===== config.mk =====
export PLATFORM = sky130hd
export DESIGN_NAME = simon_key_schedule
export DESIGN_NICKNAME = d
export VERILOG_FILES = /design/src/rtl/simon_key_schedule.sv
export SDC_FILE = /design/constraint.sdc
export NUM_CORES = 1
export LEC_CHECK = 0
export BUFFER_PORTS_ARGS = -buffer_cell sky130_fd_sc_hd__buf_2
export CAP_MARGIN = 20
export CORE_MARGIN = 2
export CORE_UTILIZATION = 50
export CTS_BUF_LIST = sky130_fd_sc_hd__clkbuf_16
export CTS_CLUSTER_SIZE = 20
export DETAILED_ROUTE_END_ITERATION = 7
export PLACE_DENSITY = 0.86
export SYNTH_ARGS = -nofsm -noshare
export SYNTH_HDL_FRONTEND = slang
export SYNTH_SLANG_ARGS = --single-unit

===== constraint.sdc =====
create_clock -name clk -period 3.3 [get_ports clk]
set_input_delay 0.165 -clock clk [delete_from_list [all_inputs] [get_ports clk]]
set_output_delay 0.165 -clock clk [all_outputs]
set_load 0.05 [all_outputs]

===== src/rtl/simon_key_schedule.sv =====
// Iterative Simon64/128 key expansion: loads a 128-bit master key, then streams
// round keys k[0..ROUNDS-1] over a valid/ready handshake, one key per accepted cycle.
module simon_key_schedule #(
  parameter int          ROUNDS = 44,
  parameter logic [61:0] ZSEQ   = 62'b11011011101011000110010111100000010010001010011100110100001111
) (
  input  logic         clk,
  input  logic         rst_n,
  input  logic         key_valid,
  output logic         key_ready,
  input  logic [127:0] key_in,
  output logic         rk_valid,
  input  logic         rk_ready,
  output logic [31:0]  rk,
  output logic [5:0]   rk_idx,
  output logic         rk_last
);

  typedef enum logic {IDLE, RUN} state_t;

  localparam logic [5:0] LAST_IDX = 6'(ROUNDS - 1);
  localparam logic [5:0] PRE_LAST = 6'(ROUNDS - 2);
  localparam logic [5:0] Z_LAST   = 6'd61;

  state_t      state;
  logic [31:0] w [4];
  logic [31:0] shift_in [4];
  logic [5:0]  zptr;
  logic [31:0] t;
  logic [31:0] knew;
  logic        zbit;

  // ZSEQ is written with z[0] as its leftmost (MSB) bit.
  assign zbit = ZSEQ[Z_LAST - zptr];
  assign t    = {w[3][2:0], w[3][31:3]} ^ w[1];
  assign knew = 32'hffff_fffc ^ {31'b0, zbit} ^ w[0] ^ t ^ {t[0], t[31:1]};
  assign rk   = w[0];

  genvar gi;
  generate
    for (gi = 0; gi < 4; gi++) begin : g_shift
      if (gi < 3) begin : g_mid
        assign shift_in[gi] = w[gi+1];
      end else begin : g_top
        assign shift_in[gi] = knew;
      end
    end
  endgenerate

  always_ff @(posedge clk or negedge rst_n) begin
    if (!rst_n) begin
      state     <= IDLE;
      key_ready <= 1'b1;
      rk_valid  <= 1'b0;
      rk_last   <= 1'b0;
      rk_idx    <= 6'd0;
      zptr      <= 6'd0;
      for (int j = 0; j < 4; j++) w[j] <= '0;
    end else begin
      case (state)
        IDLE: begin
          if (key_valid) begin
            for (int j = 0; j < 4; j++) w[j] <= key_in[32*j +: 32];
            rk_idx    <= 6'd0;
            zptr      <= 6'd0;
            state     <= RUN;
            key_ready <= 1'b0;
            rk_valid  <= 1'b1;
            rk_last   <= 1'b0;
          end
        end
        RUN: begin
          if (rk_ready) begin
            for (int j = 0; j < 4; j++) w[j] <= shift_in[j];
            rk_idx  <= rk_idx + 6'd1;
            zptr    <= (zptr == Z_LAST) ? 6'd0 : zptr + 6'd1;
            rk_last <= (rk_idx == PRE_LAST);
            // Retiring the final key: drop back to IDLE so a new key can load.
            if (rk_idx == LAST_IDX) begin
              state     <= IDLE;
              key_ready <= 1'b1;
              rk_valid  <= 1'b0;
              rk_last   <= 1'b0;
            end
          end
        end
        default: state <= IDLE;
      endcase
    end
  end

endmodule


# ---- Word-level counts from Yosys, hierarchy flattened
# Memory sizes are Yosys's and may differ from the RTL's.
# Cells that the tools add are included.
dict set report word_totals {
  romBits 64
  output_inout_bits 41
  n_memories 1
  word_cells 53
  reg_bits 144
}
dict set report classes {
  reduce_logical 2
  eq_ne 6
  magnitude_cmp 1
  n_addsub 3
  mux 25
  bitwise 5
}
# name words word_bits read_ports rd_clocked_by_memory_dff wr line
set memory_table {}
lappend memory_table {{(name not given)} 64 1 1 0 0 34} ;# assign zbit = ZSEQ[Z_LAST - zptr];
# op count
set op_table {}
lappend op_table {{$mux 128} 2}
lappend op_table {{$pmux 128 s2} 1}
lappend op_table {{$xor 32x32->32} 4}
lappend op_table {{$mux 6} 4}
lappend op_table {{$pmux 6 s2} 2}
lappend op_table {{$eq 6x6->1 const B} 3}
lappend op_table {{$add 6x1->6 const B} 2}
lappend op_table {{$mux 1} 12}
lappend op_table {{$pmux 1 s2} 4}
lappend op_table {{$lt 6x7->1 const B} 1}
lappend op_table {{$sub 6x6->6 const A} 1}
lappend op_table {{$ne 2x2->1 const B} 2}
lappend op_table {{$reduce_and 3->1} 1}
lappend op_table {{$ne 2x1->1 const B} 1}
lappend op_table {{$reduce_and 2->1} 1}
lappend op_table {{$not 1->1} 1}

# ---- Longest topological paths before layout
dict set report logic_depth {
  ltp_word 8
  depth_mapped 9
  depth_no_buf 9
}

# ---- Worst setup path before layout
# No wires, ideal clock.
dict set report synth_path {
  path_kind {flip-flop to flip-flop}
  start {reg zptr[1]}
  end {reg w, in the netlist shift_in[32]}
  required_time_ns 3.173
  arrival_time_ns 1.961
  setup_time_ns 0.127
  path_stages_with_launch 8
  synth_period_minus_slack_ns 2.088
  path_slack_ns 1.212
  path_buffers 0
  path_cell_list {dfrtp_1 inv_1 ha_1 or2b_1 mux4_2 mux2i_1 xor2_1 o21ai_1}
}
dict set report synth_between {
  elab_chain_len 8
}
# element line
set synth_lines {}
lappend synth_lines {{start: declaration} 28} ;# logic [5:0] zptr;
lappend synth_lines {{start signal: assignment} 76} ;# zptr <= (zptr == Z_LAST) ? 6'd0 : zptr + 6'd1;
lappend synth_lines {{$sub 6x6->6} 34}
lappend synth_lines {{$mem_v2 64x1} --}
lappend synth_lines {{$mux 1 (implied by the code)} 34}
lappend synth_lines {{$xor 32x32->32 (3 in series)} 36} ;# assign knew = 32'hffff_fffc ^ {31'b0, zbit} ^ w[0] ^ t ^ {t[0], t[31:1]};
lappend synth_lines {{$mux 128} 73} ;# if (rk_ready) begin
lappend synth_lines {{$pmux 128 s2} 60} ;# case (state)
lappend synth_lines {{end: declaration} 26} ;# logic [31:0] w [4];
# Every way passes these cells. The select of a mux whose other input is x is not followed.
# A chain may end at the register's enable or synchronous reset.

# ---- Final worst setup path
dict set report layout_path {
  start {reg state}
  end {reg w, in the netlist shift_in[49]}
}
dict set report layout_between {
  elab_chain_len 3
}
# element line
set layout_lines {}
lappend layout_lines {{start: declaration} 25} ;# state_t state;
lappend layout_lines {{start signal: assignment} 52} ;# state <= IDLE;
lappend layout_lines {{start signal: assignment} 66} ;# state <= RUN;
lappend layout_lines {{start signal: assignment} 80} ;# state <= IDLE;
lappend layout_lines {{$not 1->1} --}
lappend layout_lines {{$ne 2x2->1 (no source line)} --}
lappend layout_lines {{$reduce_and 2->1 (no source line)} --}
# Several ways; a longest one is shown, not always the timed one.

==> flow_summary_export.csv <==
group,metric,value,unit
timing,worst_slew_pin_slew,1.02,ns
floorplanning,die_w,123,um
grt,grt_overflow,0,
synth,syn_area,7100,um^2
cells_and_area,final_common_cell,"nand2_1",
clock_network,cts_tree,"built",
timing,drv_slew,0,
hold_path,whs_path_depth,3,
floorplanning,die_area,15200,um^2
synth,synthXorXnorAreaFrac,12.8,%
detailed_routing,firstDrtPassIters,6,
timing,rsz0062_at_grt,"false",
timing,whs,-0.00158,ns
cells_and_area,syn_to_final_growth,37.4,%
timing,worst_slack,0.896,ns
synth,synth_mux_area_share,0.600,%
placed_design,port_buffers,172,
detailed_routing,drt_iter0_drc,730,
grt,grt_use_total,29.7,%
placed_design,routabilityCongestion,0.841,
power_and_ir_drop,powerDensity,896,nW/um^2
timing,period_share,72.8,%
run_status,violations,"hold timing",
synth,ys_seq_area_share,50.8,%
synth,yosys.cell_types.count,33,
clock_network,clock-sinks,144,
hold_path,hp-class,"in2reg",
timing,setup_viol,0,
cells_and_area,nNetsFinal,1146,
placed_design,place_inst,1045,
timing,finalHoldViolCount,1,
cells_and_area,fin_util,70.3,%
timing,slew_headroom,32.0,%
power_and_ir_drop,vdd_drop_max,456,uV
clock_network,clockBufferDepth,2,
run_status,status,"complete, but fails checks",
placed_design,dp.final_hpwl,12100,um
clock_network,clkSlewWorstSetupHoldPaths,0.06,ns
placed_design,pre_cts_slack,0.983,ns
synth,synth_warnings,0,
floorplanning,die_y,123,um
synth,yosys.area_share.simple,13.1,%
grt,grt_first_pass_wirelength,34700,um
timing,post-route-min-period,2.40,ns
detailed_routing,avgRoutedWirePerCell,18.3,um
floorplanning,core,13900,um^2
synth,synth_top_family_by_area,"compound AO/OA/AOI/OAI gates",
power_and_ir_drop,power_frac_clock,18.3,%
job,maxCapViolations,0,
cells_and_area,fin_cells,1194,
floorplanning,start_util,51.1,%
grt,grt_pass1_vias,7022,
power_and_ir_drop,seqPwrFrac,36.1,%
synth,synth-compound-area-share,17.7,%
floorplanning,row_count,43,
power_and_ir_drop,internal-power,0.00518,W
timing,tns,0,ns
timing,fin_worst_skew,0.0128,ns
grt,antenna_found_initial,1,
detailed_routing,wl,21900,um
synth,ys_ff_latch,144,
synth,syn-num-nets,874,
power_and_ir_drop,power.total,0.00874,W
floorplanning,io_pins,173,
detailed_routing,ant_nets,0,
synth,synthCells,732,
setup_path,crit_required,3.60,ns
power_and_ir_drop,power_switching,0.00356,W
setup_path,crit_fanout,75,
power_and_ir_drop,p_leak,4.63,nW
setup_path,r2r_cells,5,
timing,clock.fmax,416,MHz
synth,syn_avg_cell_area,9.69,um^2
detailed_routing,drc_errors,0,
grt,grt_max_degree,137,
cells_and_area,layout-drive-gt1-share,20.1,%
cells_and_area,fillers,1012,
setup_path,setup.worst_path.end_class,"flop",
clock_network,root_buffer,"clkbuf_16",
clock_network,cts-buffers-inserted,17,
setup_path,start_kind,"flop",
power_and_ir_drop,combPwrFrac,45.6,%
cells_and_area,final_cell_mix,"nand2_1 (208), buf_2 (171), dfrtp_1 (143)",
detailed_routing,vias,6814,
setup_path,crit_type,"reg2reg",
clock_network,cts_max_level,4,
synth,synth_fa_ha_area_share,1.76,%
power_and_ir_drop,p_sw_share,40.8,%
detailed_routing,routed_via_density,5.71,
clock_network,post_cts_resized,0,
setup_path,arrival,2.71,ns
clock_network,clkLatencyLatePin,0.43,ns
[cells in the mapped netlist]
cell type,number,share of area [%]
nand4b_1,2,0.25
mux2i_1,2,0.28
o21ai_0,43,3.0
nor2_1,10,0.53
or2b_1,1,0.11
a31o_2,1,0.12
dfrtp_1,143,50
xor2_1,6,0.74
ha_1,10,1.8
a41oi_1,1,0.12
nand2_1,208,11
a31oi_1,1,0.088
dlygate4sd1_1,1,0.12
xor2_2,1,0.23
and2_1,1,0.088
nor2_2,1,0.088
o21ai_1,1,0.070
buf_6,2,0.32
buf_2,12,0.85
xnor2_1,96,12
mux4_2,1,0.32
nand2b_1,2,0.18
a21oi_1,9,0.63
a22oi_1,128,14
nor3_1,3,0.21
dfstp_2,1,0.37
clkbuf_1,25,1.3
nand3_1,4,0.28
buf_1,5,0.26
or3_1,1,0.088
nand4_1,3,0.26
a311oi_1,1,0.12
inv_1,6,0.32
[final cells by class]
| type | count | area (um^2) | area share, % |
|---|---|---|---|
| timing repair buffer | 298 | 2150 | 22.1 |
| antenna | 2 | 5.00 | 0.0513 |
| tap | 180 | 225 | 2.31 |
| inverter | 6 | 22.5 | 0.231 |
| multi-input combinational | 537 | 3280 | 33.6 |
| sequential | 144 | 3600 | 37.0 |
| clock inverter | 10 | 38.8 | 0.398 |
| clock buffer | 17 | 425 | 4.36 |
[power groups by stage]
stage | Clock [W] | Sequential [W] | Combinational, W
floorplan | 0 | 0.00344 | 0.00259
global placement | 0 | 0.00310 | 0.00363
detailed placement | 0 | 0.00312 | 0.00375
CTS | 0.00161 | 0.00311 | 0.00389
global route | 0.00171 | 0.00322 | 0.00435
finish | 0.00160 | 0.00316 | 0.00398
[kinds of logic (layout without fill, tap and decap cells)]
group / after synthesis / after routing
compound gates: 185 / 185
xor+xnor: 103 / 103
fa+ha+maj: 10 / 10
buf+inv: 51 / 331
flops: 144 / 144
mux: 3 / 3
other cells: 0 / 2
simple gates: 236 / 236
[metrics by stage]
stage	cell area [um^2]	hold slack, ns
2_1_floorplan	7100	-0.131
3_3_place_gp	8080	0.211
3_5_place_dp	8080	0.210
4_1_cts	9750	0.00152
5_1_grt	9750	0.0126
6_report	9750	-0.00158
[sequential cells by signal, indices dropped and copies added, names as in the netlist]
signal,flops
key_ready,1
rk,32
rk_idx,6
rk_last,1
rk_valid,1
shift_in,96
state,1
zptr,6
[final timing paths]
kind / start / end / slack, ns
max: state$_DFF_PN0_ / shift_in[49]$_DFFE_PN0P_ / 0.90
min: key_in[78] / shift_in[78]$_DFFE_PN0P_ / -0.002
max reg2reg: state$_DFF_PN0_ / shift_in[49]$_DFFE_PN0P_ / 0.90
min reg2reg: shift_in[95]$_DFFE_PN0P_ / shift_in[95]$_DFFE_PN0P_ / 0.47
max in group asynchronous: rst_n / rk[29]$_DFFE_PN0P_ / 2.17
min in group asynchronous: rst_n / shift_in[78]$_DFFE_PN0P_ / 0.30
[timing repair]
item | 4_1_cts | 5_1_grt
hold endpoints to repair | 186 | 0
setup endpoints to repair | 0 | 0
hold buffers | 120 | 0
buffers inserted | 0 | 0
[routing by layer]
metal	track usage [%]	part of all wire, %	vias up
li1	-	-	3061
met1	35.3	38	3265
met2	49.2	50	383
met3	6.64	7.0	105
met4	18.2	5.2	0
met5	0	0	-
[worst max-delay path, cell delays in order, from the launching register on]
cell and delay, ns:
dfrtp_1 0.46, and2_4 0.27, nor2_4 0.82, buf_12 0.39, a22oi_1 0.13, o21ai_0 0.17
No activity file was read; power rests on OpenSTA's default activity.
